===== src/rtl/dpll_pkg.sv =====
// Shared DPLL definitions: DAC/PID widths, default DAC constants, sequencer FSM encoding.
// Latency: n/a (types and constants only).
// Backpressure: n/a.
package dpll_pkg;

  localparam int DAC_W = 16;
  localparam int PID_W = 16;

  // Defaults shared with the PID block so both agree on the zero-correction code
  localparam logic [DAC_W-1:0] DAC_MID_DEFAULT  = 16'h8000;
  localparam logic [DAC_W-1:0] MAX_STEP_DEFAULT = 16'd256;

  typedef enum logic [2:0] {
    ST_IDLE,
    ST_CALC,
    ST_SEND_HI,
    ST_GAP_HI,
    ST_SEND_LO,
    ST_GAP_LO,
    ST_WAIT_DONE
  } seq_state_t;

endpackage


===== src/rtl/dac_update_sequencer_if.sv =====
// Bundle of the PID request side, manual override and SPI byte handshake of the DAC sequencer.
// Latency: n/a (wiring only).
// Backpressure: i_TX_Ready from the SPI master throttles o_TX_DV.
interface dac_update_sequencer_if;
  import dpll_pkg::*;

  logic             i_pid_valid;
  logic [PID_W-1:0] i_pid_out;
  logic             i_manual;
  logic [DAC_W-1:0] i_manual_code;
  logic             i_TX_Ready;
  logic [7:0]       o_TX_Byte;
  logic             o_TX_DV;
  logic [DAC_W-1:0] o_dac_code;
  logic             o_busy;
  logic             o_update_done;
  logic             o_sat;
  logic [7:0]       o_drop_count;

  // Sequencer side
  modport master (
    input  i_pid_valid, i_pid_out, i_manual, i_manual_code, i_TX_Ready,
    output o_TX_Byte, o_TX_DV, o_dac_code, o_busy, o_update_done, o_sat, o_drop_count
  );

  // Environment side (PID block, manual control, SPI master)
  modport slave (
    output i_pid_valid, i_pid_out, i_manual, i_manual_code, i_TX_Ready,
    input  o_TX_Byte, o_TX_DV, o_dac_code, o_busy, o_update_done, o_sat, o_drop_count
  );

endinterface


===== src/rtl/dac_code_limiter.sv =====
// Turns a signed PID correction (or a manual code) into a clamped, slew-limited DAC code.
// Latency: combinational.
// Backpressure: none.
module dac_code_limiter
  import dpll_pkg::*;
#(
  parameter logic [DAC_W-1:0] DAC_MID    = DAC_MID_DEFAULT,
  parameter logic [DAC_W-1:0] CODE_MIN   = 16'h0000,
  parameter logic [DAC_W-1:0] CODE_MAX   = 16'hFFFF,
  parameter int unsigned      GAIN_SHIFT = 0,
  parameter logic [DAC_W-1:0] MAX_STEP   = MAX_STEP_DEFAULT
) (
  input  logic [PID_W-1:0] pid,
  input  logic             manual,
  input  logic [DAC_W-1:0] manual_code,
  input  logic [DAC_W-1:0] last_code,
  output logic [DAC_W-1:0] code,
  output logic             sat
);

  logic signed [17:0] scaled;
  logic signed [17:0] target;
  logic signed [17:0] diff;
  logic signed [17:0] step_s;
  logic [DAC_W-1:0]   clamped;
  logic               clamp_hit;
  logic               limit_hit;

  // Shift, offset, clamp, then slew-limit against the last code actually sent
  always_comb begin
    scaled = $signed({{2{pid[PID_W-1]}}, pid}) >>> GAIN_SHIFT;
    if (manual) target = $signed({2'b00, manual_code});
    else        target = $signed({2'b00, DAC_MID}) + scaled;

    if (target < $signed({2'b00, CODE_MIN}))      clamped = CODE_MIN;
    else if (target > $signed({2'b00, CODE_MAX})) clamped = CODE_MAX;
    else                                          clamped = target[DAC_W-1:0];
    clamp_hit = ($signed({2'b00, clamped}) != target);

    diff      = $signed({2'b00, clamped}) - $signed({2'b00, last_code});
    step_s    = $signed({2'b00, MAX_STEP});
    code      = clamped;
    limit_hit = 1'b0;
    // Manual codes bypass the slew limit so an operator can jump directly
    if (!manual && (MAX_STEP != '0)) begin
      if (diff > step_s) begin
        code      = last_code + MAX_STEP;
        limit_hit = 1'b1;
      end else if (diff < -step_s) begin
        code      = last_code - MAX_STEP;
        limit_hit = 1'b1;
      end
    end
    sat = clamp_hit | limit_hit;
  end

endmodule


===== src/rtl/dac_update_sequencer.sv =====
// Captures PID corrections, computes a limited DAC code and ships it MSB-first as two SPI bytes.
// Latency: first o_TX_DV 2 cycles after i_pid_valid when i_TX_Ready is held high.
// Backpressure: waits on i_TX_Ready per byte; new requests during a transfer overwrite the pending one.
module dac_update_sequencer
  import dpll_pkg::*;
#(
  parameter logic [DAC_W-1:0] DAC_MID    = DAC_MID_DEFAULT,
  parameter logic [DAC_W-1:0] CODE_MIN   = 16'h0000,
  parameter logic [DAC_W-1:0] CODE_MAX   = 16'hFFFF,
  parameter int unsigned      GAIN_SHIFT = 0,
  parameter logic [DAC_W-1:0] MAX_STEP   = MAX_STEP_DEFAULT
) (
  input  logic                   CLOCK_50,
  input  logic                   reset,
  dac_update_sequencer_if.master bus
);

  seq_state_t       state, state_nxt;
  logic             pending;
  logic [PID_W-1:0] pend_dat;
  logic [DAC_W-1:0] last_code;
  logic [DAC_W-1:0] code_r;
  logic [DAC_W-1:0] lim_code;
  logic             lim_sat;
  logic             manual_req;
  logic             req;
  logic             tx_dv_r, tx_dv_nxt;
  logic [7:0]       tx_byte_r, tx_byte_nxt;
  logic             done_r;
  logic             sat_r;
  logic [7:0]       drop_r;
  logic             load_code;
  logic             commit;

  dac_code_limiter #(
    .DAC_MID   (DAC_MID),
    .CODE_MIN  (CODE_MIN),
    .CODE_MAX  (CODE_MAX),
    .GAIN_SHIFT(GAIN_SHIFT),
    .MAX_STEP  (MAX_STEP)
  ) u_limiter (
    .pid        (pend_dat),
    .manual     (bus.i_manual),
    .manual_code(bus.i_manual_code),
    .last_code  (last_code),
    .code       (lim_code),
    .sat        (lim_sat)
  );

  // Manual mode only asks for a transfer when the (clamped) code differs from what the DAC holds.
  // A strobe arriving in IDLE jumps straight to CALC since pend_dat is loaded on the same edge.
  assign manual_req = bus.i_manual && (lim_code != last_code);
  assign req        = pending || bus.i_pid_valid || manual_req;

  // State register
  always_ff @(posedge CLOCK_50) begin
    if (reset) state <= ST_IDLE;
    else       state <= state_nxt;
  end

  // Next-state logic; the GAP states skip one cycle because the master's ready is registered
  always_comb begin
    state_nxt = state;
    unique case (state)
      ST_IDLE:      if (req) state_nxt = ST_CALC;
      ST_CALC:      state_nxt = ST_SEND_HI;
      ST_SEND_HI:   if (bus.i_TX_Ready) state_nxt = ST_GAP_HI;
      ST_GAP_HI:    state_nxt = ST_SEND_LO;
      ST_SEND_LO:   if (bus.i_TX_Ready) state_nxt = ST_GAP_LO;
      ST_GAP_LO:    state_nxt = ST_WAIT_DONE;
      ST_WAIT_DONE: if (bus.i_TX_Ready) state_nxt = ST_IDLE;
      default:      state_nxt = ST_IDLE;
    endcase
  end

  // Output decode: byte strobes, code capture and completion
  always_comb begin
    tx_dv_nxt   = ((state == ST_SEND_HI) || (state == ST_SEND_LO)) && bus.i_TX_Ready;
    tx_byte_nxt = (state == ST_SEND_HI) ? code_r[15:8] : code_r[7:0];
    load_code   = (state == ST_CALC);
    commit      = (state == ST_WAIT_DONE) && bus.i_TX_Ready;
  end

  // Transfer datapath: registered byte/DV, computed code, committed code and status
  always_ff @(posedge CLOCK_50) begin
    if (reset) begin
      tx_dv_r   <= 1'b0;
      tx_byte_r <= '0;
      done_r    <= 1'b0;
      sat_r     <= 1'b0;
      code_r    <= DAC_MID;
      last_code <= DAC_MID;
    end else begin
      tx_dv_r <= tx_dv_nxt;
      if (tx_dv_nxt) tx_byte_r <= tx_byte_nxt;
      done_r <= commit;
      if (load_code) begin
        code_r <= lim_code;
        sat_r  <= lim_sat;
      end
      if (commit) last_code <= code_r;
    end
  end

  // Request capture: latest sample wins; a strobe coinciding with CALC is a fresh request, not a drop
  always_ff @(posedge CLOCK_50) begin
    if (reset) begin
      pending  <= 1'b0;
      pend_dat <= '0;
      drop_r   <= '0;
    end else if (bus.i_pid_valid) begin
      pend_dat <= bus.i_pid_out;
      pending  <= 1'b1;
      if (pending && !load_code && (drop_r != 8'hFF)) drop_r <= drop_r + 8'd1;
    end else if (load_code) begin
      pending <= 1'b0;
    end
  end

  assign bus.o_TX_Byte     = tx_byte_r;
  assign bus.o_TX_DV       = tx_dv_r;
  assign bus.o_dac_code    = last_code;
  assign bus.o_busy        = (state != ST_IDLE);
  assign bus.o_update_done = done_r;
  assign bus.o_sat         = sat_r;
  assign bus.o_drop_count  = drop_r;

endmodule


===== src/flat_wrapper.sv =====
// flat-port wrapper written by rule: the top's interface ports become plain ports
module dac_update_sequencer_flat import dpll_pkg::*;
#(
  parameter logic [DAC_W-1:0] DAC_MID    = DAC_MID_DEFAULT,
  parameter logic [DAC_W-1:0] CODE_MIN   = 16'h0000,
  parameter logic [DAC_W-1:0] CODE_MAX   = 16'hFFFF,
  parameter int unsigned      GAIN_SHIFT = 0,
  parameter logic [DAC_W-1:0] MAX_STEP   = MAX_STEP_DEFAULT
)
  (CLOCK_50, reset, bus_i_pid_valid, bus_i_pid_out, bus_i_manual, bus_i_manual_code, bus_i_TX_Ready, bus_o_TX_Byte, bus_o_TX_DV, bus_o_dac_code, bus_o_busy, bus_o_update_done, bus_o_sat, bus_o_drop_count);
  dac_update_sequencer_if bus_i ();
  input  logic CLOCK_50;
  input  logic reset;
  input wire logic [$bits(bus_i.i_pid_valid)-1:0] bus_i_pid_valid;
  input wire logic [$bits(bus_i.i_pid_out)-1:0] bus_i_pid_out;
  input wire logic [$bits(bus_i.i_manual)-1:0] bus_i_manual;
  input wire logic [$bits(bus_i.i_manual_code)-1:0] bus_i_manual_code;
  input wire logic [$bits(bus_i.i_TX_Ready)-1:0] bus_i_TX_Ready;
  output wire logic [$bits(bus_i.o_TX_Byte)-1:0] bus_o_TX_Byte;
  output wire logic [$bits(bus_i.o_TX_DV)-1:0] bus_o_TX_DV;
  output wire logic [$bits(bus_i.o_dac_code)-1:0] bus_o_dac_code;
  output wire logic [$bits(bus_i.o_busy)-1:0] bus_o_busy;
  output wire logic [$bits(bus_i.o_update_done)-1:0] bus_o_update_done;
  output wire logic [$bits(bus_i.o_sat)-1:0] bus_o_sat;
  output wire logic [$bits(bus_i.o_drop_count)-1:0] bus_o_drop_count;
  assign bus_i.i_pid_valid = bus_i_pid_valid;
  assign bus_i.i_pid_out = bus_i_pid_out;
  assign bus_i.i_manual = bus_i_manual;
  assign bus_i.i_manual_code = bus_i_manual_code;
  assign bus_i.i_TX_Ready = bus_i_TX_Ready;
  assign bus_o_TX_Byte = bus_i.o_TX_Byte;
  assign bus_o_TX_DV = bus_i.o_TX_DV;
  assign bus_o_dac_code = bus_i.o_dac_code;
  assign bus_o_busy = bus_i.o_busy;
  assign bus_o_update_done = bus_i.o_update_done;
  assign bus_o_sat = bus_i.o_sat;
  assign bus_o_drop_count = bus_i.o_drop_count;
  dac_update_sequencer #(.DAC_MID(DAC_MID), .CODE_MIN(CODE_MIN), .CODE_MAX(CODE_MAX), .GAIN_SHIFT(GAIN_SHIFT), .MAX_STEP(MAX_STEP)) u_core (.CLOCK_50(CLOCK_50), .reset(reset), .bus(bus_i));
endmodule

===== config.mk =====
export PLATFORM = sky130hd
export DESIGN_NAME = dac_update_sequencer_flat
export DESIGN_NICKNAME = d
export VERILOG_FILES = /design/src/rtl/dpll_pkg.sv /design/src/rtl/dac_update_sequencer_if.sv /design/src/rtl/dac_code_limiter.sv /design/src/rtl/dac_update_sequencer.sv /design/src/flat_wrapper.sv
export SDC_FILE = /design/constraint.sdc
export NUM_CORES = 1
export LEC_CHECK = 0
export CELL_PAD_IN_SITES_DETAIL_PLACEMENT = 0
export CELL_PAD_IN_SITES_GLOBAL_PLACEMENT = 1
export CORE_MARGIN = 5
export CORE_UTILIZATION = 37
export CTS_CLUSTER_SIZE = 16
export DETAILED_ROUTE_END_ITERATION = 10
export GPL_ROUTABILITY_DRIVEN = 0
export PLACE_DENSITY = 0.8
export SETUP_SLACK_MARGIN = 0.02
export SYNTH_ARGS = -nofsm -noshare
export SYNTH_HDL_FRONTEND = slang
export SYNTH_SLANG_ARGS = --single-unit

===== constraint.sdc =====
create_clock -name CLOCK_50 -period 4.4 [get_ports CLOCK_50]
set_input_delay 0.44 -clock CLOCK_50 [delete_from_list [all_inputs] [get_ports CLOCK_50]]
set_output_delay 0.44 -clock CLOCK_50 [all_outputs]
set_load 0.03 [all_outputs]

# Word-level counts from Yosys, hierarchy flattened
# Cells that the tools add are included.
[totals]
reg_bits = 71
[op_classes]
n_reduce_logical = 14
magnitude_cmp = 4
add_sub_neg = 5
eq_ne = 13
muxes = 17
bitwise_logic = 1
[op_table]
columns = ["op", "count"]
rows = [
  ["$mux W16", 5],
  ["$pmux W3 S7", 1],
  ["$add A17 B16 Y18 const A", 1],
  ["$gt A18 B17 Y1 const B", 1],
  ["$lt A18 B1 Y1 const B", 1],
  ["$mux W18", 1],
  ["$ne A17 B18 Y1", 1],
  ["$gt A17 B10 Y1 const B", 1],
  ["$lt A17 B9 Y1 const B", 1],
  ["$sub A16 B16 Y17", 1],
  ["$add A16 B9 Y16 const B", 1],
  ["$ne A16 B16 Y1", 1],
  ["$sub A16 B9 Y16 const B", 1],
  ["$mux W3", 4],
  ["$eq A3 B3 Y1 const B", 3],
  ["$add A8 B1 Y8 const B", 1],
  ["$mux W8", 1],
  ["$ne A8 B8 Y1 const B", 1],
  ["$eq A3 B2 Y1 const B", 2],
  ["$ne A2 B2 Y1 const B", 3],
  ["$logic_and A1 B1 Y1", 5],
  ["$mux W1", 5],
  ["$reduce_and A4 Y1", 1],
  ["$eq A3 B1 Y1 const B", 1],
  ["other kinds (8)", 10],
]

# Longest topological paths before layout
# Gate-level depths: netlist of the first run.
[depth]
depth_word = 15
ltp_mapped = 20
depth_no_buf = 15

# Modules after synthesis
# A second synthesis of the first run with hierarchy kept.
[unflattened]
cells_unflattened = 592
area_unflattened_um2 = 4773.3
[by_module_without_submodules]
columns = ["mod", "cells_each", "n_inst", "area_each_um2"]
rows = [
  ["dac_update_sequencer", 329, 1, 2897.8],
  ["dac_code_limiter", 263, 1, 1875.5],
]

# Worst setup path after synthesis of the first run
# Ideal clock, no wire load.
[synth_path]
kind = "input to register"
from = "in bus_i_manual"
to = "reg u_core.state[0]"
setup_slack_ps = -228
arrival_ps = 4495
path_buffers = 5
t_required_ps = 4266
cell_stages = 18
setup_time_ps = 134
cell_sequence = "clkbuf_1 buf_1 clkbuf_1 clkbuf_1 nand2_1 o21ai_0 ha_1 buf_4 a21oi_1 a21boi_1 or3_1 a2111oi_2 and4_1 a211oi_1 o211a_1 or4b_1 a2111oi_2 a31oi_1"
[synth_via]
elab_chain_cells = 14
[synth_rtl]
columns = ["element", "line", "text"]
rows = [
  ["start, declared", "flat_wrapper.sv:16", "input wire logic [$bits(bus_i.i_manual)-1:0] bus_i_manual;"],
  ["$mux W18", "dac_code_limiter.sv:32", "if (manual) target = $signed({2'b00, manual_code});"],
  ["$gt A18 B17 Y1", "dac_code_limiter.sv:36", "else if (target > $signed({2'b00, CODE_MAX})) clamped = CODE_MAX;"],
  ["$mux W16", "dac_code_limiter.sv:36", ""],
  ["$mux W16", "dac_code_limiter.sv:35", "if (target < $signed({2'b00, CODE_MIN})) clamped = CODE_MIN;"],
  ["$sub A16 B16 Y17", "dac_code_limiter.sv:40", "diff = $signed({2'b00, clamped}) - $signed({2'b00, last_code});"],
  ["$lt A17 B9 Y1", "dac_code_limiter.sv:49", "end else if (diff < -step_s) begin"],
  ["$mux W16", "dac_code_limiter.sv:49", ""],
  ["$mux W16", "dac_code_limiter.sv:46", "if (diff > step_s) begin"],
  ["$mux W16", "dac_code_limiter.sv:45", "if (!manual && (MAX_STEP != '0)) begin"],
  ["$ne A16 B16 Y1", "dac_update_sequencer.sv:52", "assign manual_req = bus.i_manual && (lim_code != last_code);"],
  ["$logic_and A1 B1 Y1 (*)", "dac_update_sequencer.sv:52", ""],
  ["$logic_or A1 B1 Y1 (*)", "dac_update_sequencer.sv:53", "assign req = pending || bus.i_pid_valid || manual_req;"],
  ["$ne A2 B1 Y1 (no source line) (*)", "n/a", ""],
  ["$reduce_and A4 Y1 (no source line) (*)", "n/a", ""],
  ["end signal, assigned", "dac_update_sequencer.sv:58", "else state <= state_nxt;"],
  ["end, declared", "dac_update_sequencer.sv:18", "seq_state_t state, state_nxt;"],
]
# Every way passes the cells marked *; elsewhere a longest branch is shown, timed or not.
# A chain may end at the register's enable or synchronous reset.

# Worst setup path in the final report of the first run
[layout_path]
from = "in bus_i_manual_code[1]"
to = "reg u_core.state[0]"
[layout_via]
elab_chain_cells = 14
[layout_rtl]
columns = ["element", "line", "text"]
rows = [
  ["start, declared", "flat_wrapper.sv:17", "input wire logic [$bits(bus_i.i_manual_code)-1:0] bus_i_manual_code;"],
  ["$mux W18 (*)", "dac_code_limiter.sv:32", ""],
  ["$gt A18 B17 Y1", "dac_code_limiter.sv:36", ""],
  ["$mux W16", "dac_code_limiter.sv:36", ""],
  ["$mux W16 (*)", "dac_code_limiter.sv:35", ""],
  ["$sub A16 B16 Y17", "dac_code_limiter.sv:40", ""],
  ["$lt A17 B9 Y1", "dac_code_limiter.sv:49", ""],
  ["$mux W16", "dac_code_limiter.sv:49", ""],
  ["$mux W16", "dac_code_limiter.sv:46", ""],
  ["$mux W16 (*)", "dac_code_limiter.sv:45", ""],
  ["$ne A16 B16 Y1 (*)", "dac_update_sequencer.sv:52", ""],
  ["$logic_and A1 B1 Y1 (*)", "dac_update_sequencer.sv:52", ""],
  ["$logic_or A1 B1 Y1 (*)", "dac_update_sequencer.sv:53", ""],
  ["$ne A2 B1 Y1 (no source line) (*)", "n/a", ""],
  ["$reduce_and A4 Y1 (no source line) (*)", "n/a", ""],
]
# Marked as above.

==> results by group, run 1 <==
Die
  • Starting Density: 0.378
  • Cell Rows: 42
  • Die Ht: about 130 um
  • Die width: about 130 um
  • Ports: 73
  • Die area: 16000 um2
  • CORE AREA: 13300 um2

Power and ir drop
  • Pwr dens: 304 nW/um2
  • Static leakage: approximately 0.0027 uW
  • Final Power: ~2100 uW
  • Peak VDD IR: ~0.23 mV

Worst setup path
  • Crit path capture type: flop
  • Reg2reg path depth: 14
  • Critical path data required time: between 4 and 5 ns
  • Worst setup SP type: primary input
  • R2R Path Start: u_core.pend_dat[1]
  • Reg2reg end: u_core.state[0]
  • CP max FO: 5
  • Setup crit start: bus_i_manual_code[1]
  • Worst R2R Setup Slack: roughly 0.49 ns
  • Setup Crit Path Kind: in2reg
  • Critical Path AT: 4.31 ns

Yosys
  • Synth Net Count: roughly 710
  • Main synth FF type: dfxtp_1
  • Number of synthesized flops with an enable pin: 0
  • Count leader, synth: nand2_1
  • Post-Syn Area: 5030 um2
  • Area leader, netlist: dfxtp_1
  • Synth Area in XOR/XNOR: 0.0572
  • Largest family of logic cells by synthesized area: compound AO/OA/AOI/OAI gates
  • Sequential fraction of the synthesis area: 0.283
  • Top cell type's share of synthesized area: 0.283
  • Distinct cells, synth: 74
  • Post-synthesis register bit count: 71
  • Avg Cell Area, Syn: between 7 and 8 um2
  • Synth Area in Simple Gates: 0.215
  • Compound-Gate Fraction of Synth Area: 0.259
  • Post-synth top cells: 83 x nand2_1, 71 x dfxtp_1, 64 x nor2_1
  • Synth area leaders: dfxtp_1 28%, mux2i_1 7.0%, nand2_1 6.2%, a21oi_1 5.8%, nor2_1 4.8%
  • Syn. warnings: 0
  • Synth Area in Adders: 0.0512
  • Synthesized instance count: ~650
  • Async S/R FF share, synth: 0
  • Mux share of post-synthesis cell area: 0.0786

Route
  • Detailed-route via count: ~5400
  • DRC: 0
  • WL/cell: 17.2 um
  • First-pass detailed-route iteration total: 6
  • Via density: 5.55
  • DRT Wirelength: 16700 um
  • Post-route ant nets: 0
  • Iter 0 DRT Violations: 354

Timing
  • Final worst clock skew: between 0.004 and 0.005 ns
  • Max Clk Rate: 0.244 GHz
  • Worst-Margin Slew: around 1.1 ns
  • Minimum clock period: 4.10 ns
  • Fin. Hold Viols: 0
  • Fin. max-slew vios: 0
  • Fin crit share: 0.932
  • Setup violators final: 0
  • RSZ-0062 raised after global routing: no
  • Rel. slew slack: 0.264

Outcome
  • Status: completed

Clock network
  • Hold_buf cts: 0
  • CTS Buffer Depth: 2
  • Postcts setup bufs: 0
  • CTS tree: built
  • CTS sink cnt: 71
  • CTS root buf: clkbuf_16
  • Clock buffer count from CTS: 9
  • Worst skew pair latency: 0.33 ns
  • H-tree depth: 3
  • Worst-path clk slew: 0.06 ns

Placement
  • Placed Cells: 952
  • DPL Wire Length: 13200 um
  • Port buffer count: between 70 and 80

Final layout
  • Final Instance Count excl. Fillers: 968
  • Layout area overhead: 36.8%
  • Ratio of cells with drive above 1 in the final layout: 0.181
  • Antenna cells: 0
  • Filler cells: 1303
  • Nets@finish: 844

GRT
  • Number of global-route vias before repair: 5205
  • Global route overflow: 0
  • Overall global routing resource usage: 0.202
  • Initial antenna violation count: 0
  • First-pass GRT wire length: 26400 um
  • Largest net degree at the start of global routing: 72

Hold path
  • Hold crit path type: reg2reg
  • Hold path endpoint: u_core.bus.o_sat
  • Hold_sp: u_core.bus.o_sat
  • Hold Path Cell Cnt: 2

Job
  • Max_cap viols: 0
[flip-flops by register name, indices dropped and copies added (netlist names)]
name and flops:
u_core.bus.o_sat 1, u_core.pending 1, u_core.bus.o_TX_DV 1, u_core.bus.o_TX_Byte 8
u_core.bus.o_dac_code 16, u_core.bus.o_drop_count 8, u_core.code_r 16, u_core.pend_dat 16
u_core.state 3, u_core.bus.o_update_done 1
[worst max-delay path, stage by stage]
cell and delay (ns):
clkdlybuf4s50_1 0.40, mux2_2 0.31, ha_1 0.27, nor2b_1 0.17, buf_4 0.14, o31a_1 0.26
o21ai_1 0.30, a211oi_1 0.13, o211ai_1 0.38, nor4_1 0.10, o21bai_2 0.27, a31o_1 0.24
or4b_1 0.53, a2111oi_2 0.22, a31oi_1 0.12
[how the worst max path moves through the flow]
stage | endpoint | cells after the start
3_5_place_dp | u_core.code_r[14] | 18
3_3_place_gp | u_core.code_r[14] | 19
2_1_floorplan | u_core.state[0] | 18
6_report | u_core.state[0] | 15
5_1_grt | u_core.state[0] | 15
4_1_cts | u_core.state[0] | 16
[layer usage]
layer	wire, um	GRT usage
met4	365	0.0536
met3	996	0.0437
met2	8020	0.342
met1	7300	0.259
met5	0	0
[stage by stage]
step | TNS [ns] | setup slack (ns) | hold WS [ns] | util | area, um2
CTS | 0 | 0.0224 | 0.472 | 0.512 | 6810
finish | 0 | 0.298 | 0.469 | 0.518 | 6880
floorplan | 0 | 0.0315 | 0.445 | - | 5030
detailed placement | -2.27 | -0.383 | 0.464 | 0.487 | 6480
global route | 0 | 0.126 | 0.496 | 0.518 | 6880
global placement | -1.45 | -0.310 | 0.457 | 0.487 | 6480
[cell families (layout without fill, tap and decap cells)]
logic type | count (synthesis) | after routing
compound gates | 187 | 187
xor+xnor | 32 | 32
fa+ha+maj | 20 | 20
buf+inv | 71 | 212
flops | 71 | 71
mux | 39 | 39
simple gates | 231 | 231
[report_power, final]
| part | total [uW] | internal (uW) | switching, uW |
|---|---|---|---|
| sequential | 710 | 674 | 36.6 |
| clock | 784 | 509 | 274 |
| combinational | 602 | 278 | 324 |
[area by class of cell]
class                   count  area (um2)  area share
clock buffers              10         239      0.0347
clock inverters             6        83.8      0.0122
inverters                  36         135      0.0196
multi-input cells         509        3400       0.494
flip-flops and latches     71        1420       0.207
well taps                 176         220      0.0320
repair buffers            160        1380       0.201
[repair_timing]
action / in CTS / in global routing
pin swaps: 0 / 2
setup endpoints to repair: 2 / 14
gates resized for setup: 2 / 14
[cells in the final DEF (no fill, tap or decap), types with 3 or more instances in the layout]
cell type        synthesis  final
o21a_1                   9      9
and2_1                   4      4
a21oi_1                 58     56
a31oi_1                  4      4
o21ai_1                  5      5
or3_1                    9      9
xor2_1                  12     12
clkdlybuf4s50_1          0     70
nand2_1                 83     83
a221oi_1                 6      6
xnor2_1                 19     19
nand4_1                  4      4
o2111ai_1                3      3
nor3_1                  13     13
nand2b_1                 6      5
clkbuf_16                0      9
o211a_1                  3      3
nor2_1                  64     64
ha_1                    19     18
nor2b_1                  7      6
dfxtp_1                 71     71
nand3_1                 16     16
o211ai_1                 9      9
inv_1                   36     36
a211o_1                  3      3
mux2i_1                 35     35
clkinv_2                 0      3
a21oi_2                  2      4
mux2_2                   4      4
a211oi_1                 7      7
nor4_1                   6      6
o21ai_0                 33     33
buf_4                    2     87
o31a_1                   3      3
a31o_1                   4      4
and3_1                   3      3
a21o_1                   4      4
Power figures use the tool's default switching activity.
==> inputs of run 2 (changes only) <==
--- a/config.mk
+++ b/config.mk
@@ -5,14 +5,15 @@
 export SDC_FILE = /design/constraint.sdc
 export NUM_CORES = 1
 export LEC_CHECK = 0
+export CAP_MARGIN = 20
 export CELL_PAD_IN_SITES_DETAIL_PLACEMENT = 0
 export CELL_PAD_IN_SITES_GLOBAL_PLACEMENT = 1
 export CORE_MARGIN = 5
-export CORE_UTILIZATION = 37
+export CORE_UTILIZATION = 41
 export CTS_CLUSTER_SIZE = 16
 export DETAILED_ROUTE_END_ITERATION = 10
 export GPL_ROUTABILITY_DRIVEN = 0
-export PLACE_DENSITY = 0.8
+export PLACE_DENSITY = 0.84
 export SETUP_SLACK_MARGIN = 0.02
 export SYNTH_ARGS = -nofsm -noshare
 export SYNTH_HDL_FRONTEND = slang
==> constraint.sdc (replaced) <==
create_clock -name CLOCK_50 -period 3.8 [get_ports CLOCK_50]
set_input_delay 0.38 -clock CLOCK_50 [delete_from_list [all_inputs] [get_ports CLOCK_50]]
set_output_delay 0.38 -clock CLOCK_50 [all_outputs]
set_load 0.03 [all_outputs]
==> run 2 against run 1 <==
Against the previous run: the flow now finishes with violations (setup timing); routed wire length grew 8.8%; final area is 11% higher; core utilization is 12 points higher; hold slack worse by 0.0065 ns; critical path depth up 1.
==> results by group, run 2 (synthesis results as in run 1) <==
Final layout
  • Final Instance Count excl. Fillers: ~990
  • Most frequent cells in the layout: 125 x buf_4, 80 x nand2_1, 69 x dfxtp_1
  • Ratio of cells with drive above 1 in the final layout: 0.296
  • Layout area overhead: 52.4%
  • Nets@finish: roughly 900
  • Antenna cells: 0
  • Filler cells: 1006
  • Commonest non-fill, non-tap cell in the layout: buf_4

Route
  • Detailed-route via count: 5671
  • Via density: 5.74
  • DRT Wirelength: 18200 um
  • Post-route ant nets: 0
  • DRC: 0
  • First-pass detailed-route iteration total: 5
  • WL/cell: ~18 um
  • Iter 0 DRT Violations: 497

Timing
  • Fin. Hold Viols: 0
  • Fin. max-slew vios: 0
  • Rel. slew slack: 0.415
  • Final worst clock skew: 0.0105 ns
  • RSZ-0062 raised after global routing: yes
  • Minimum clock period: 3.90 ns
  • Fin crit share: 1.03
  • Setup ws final: -0.0973 ns
  • Max Clk Rate: 0.257 GHz
  • Setup violators final: 1
  • Final TNS setup: -0.0973 ns
  • Worst-Margin Slew: 0.877 ns

Die
  • Starting Density: 0.419
  • Die Ht: 121 um
  • CORE AREA: 12000 um2
  • Ports: 73
  • Die width: 121 um
  • Cell Rows: 40
  • Die area: ~15000 um2

Placement
  • Placed Cells: between 900 and 1000
  • Port buffer count: 72
  • DPL Wire Length: 13400 um

Clock network
  • Clock buffer count from CTS: 9
  • Worst-path clk slew: 0.06 ns
  • CTS root buf: clkbuf_16
  • CTS Buffer Depth: 2
  • H-tree depth: 3
  • Worst skew pair latency: 0.33 ns
  • CTS sink cnt: between 70 and 80
  • CTS tree: built

Worst setup path
  • Setup Crit Path Kind: reg2reg
  • Worst Path Buf+Inv: 2
  • CP max FO: 3
  • Critical path data required time: 4.01 ns
  • CP Cell Sequence: mux2i_2 > ha_2 > inv_2 > fa_2 > xor2_1 > nor3b_2 > nand2b_1 > o31a_1 > o31ai_2 > buf_4 > and4_4 > a211oi_2 > o211a_1 > or4b_4 > a2111oi_4 > a31oi_1
  • Crit path capture type: flop
  • Critical path's largest stage delay: 0.49 ns
  • Critical Path AT: 4.11 ns
  • CP top delay family: compound AO/OA/AOI/OAI gates
  • Worst setup SP type: flop
  • Worst path slowest cell: or4b_4

Outcome
  • Status: finished with violations
  • Failing checks: setup timing

GRT
  • Initial antenna violation count: 0
  • First-pass GRT wire length: 27300 um
  • Global route overflow: 0
  • Largest net degree at the start of global routing: 46
  • Overall global routing resource usage: 0.231
  • Number of global-route vias before repair: 5533

Hold path
  • Hold crit path type: reg2reg

Power and ir drop
  • Static leakage: 0.00304 uW
  • Peak VDD IR: approximately 0.28 mV
  • Pwr dens: 323 nW/um2

Job
  • Max_cap viols: 0
[run 2: metal layers]
metal / part of all wire / global-route usage / vias to the layer above
li1: - / - / 2695
met1: 0.42 / 0.287 / 2673
met2: 0.49 / 0.404 / 246
met3: 0.058 / 0.0421 / 57
met4: 0.034 / 0.0694 / 0
met5: 0 / 0 / -
[run 2: metrics by stage]
stage	total power (uW)	hold WS, ns	setup WS, ns	area [um2]	utilization
final	2480	0.462	-0.0973	7670	0.638
after global routing	2580	0.492	-0.268	7670	0.638
after CTS	2370	0.466	-0.103	7100	0.591
after detailed placement	1530	0.455	-0.902	6690	0.557
after global placement	1510	0.459	-0.869	6690	0.557
after floorplan	1240	0.445	-0.242	5100	-
[run 2: tightest hold or removal path: cells and delay by family, from the launching register on]
| family | cells | cell delay, ns |
|---|---|---|
| and+or+nand+nor | 1 | 0.05 |
| DFF | 1 | 0.31 |
| AOI/OAI and AO/OA | 1 | 0.05 |
[run 2: where the power goes]
part	switching, uW	leakage, uW	total (uW)	internal, uW
Clock	330	0.000138	811	482
Sequential	39.7	0.000579	820	780
Combinational	440	0.00232	846	405
Total	809	0.00304	2480	1670
[run 2: final cells by class]
type                    instances  area (um2)  area share
repair buffers                209        1850       0.241
clock inverters                 5        41.3     0.00539
clock buffers                  11         253      0.0330
inverters                      36         135      0.0176
flip-flops and latches         71        1420       0.186
multi-input cells             509        3780       0.494
well taps                     147         184      0.0240
[run 2: worst paths after layout]
check	depth (start not counted)	endpoint	slack [ns]	from
max reg2reg	16	u_core.state[0]	-0.1	u_core.pend_dat[0]
min	2	u_core.bus.o_sat	0.46	u_core.bus.o_sat
max	16	u_core.state[0]	-0.1	u_core.pend_dat[0]
min reg2reg	2	u_core.bus.o_sat	0.46	u_core.bus.o_sat
[run 2: what timing repair did]
| item | in CTS | in global routing |
|---|---|---|
| endpoints found under the setup margin | 18 | 18 |
| pin swaps | 8 | 43 |
| setup buffers | 4 | 16 |
| gates resized for setup | 24 | 101 |
| gates cloned | 0 | 2 |
| hold buffers | 0 | 0 |
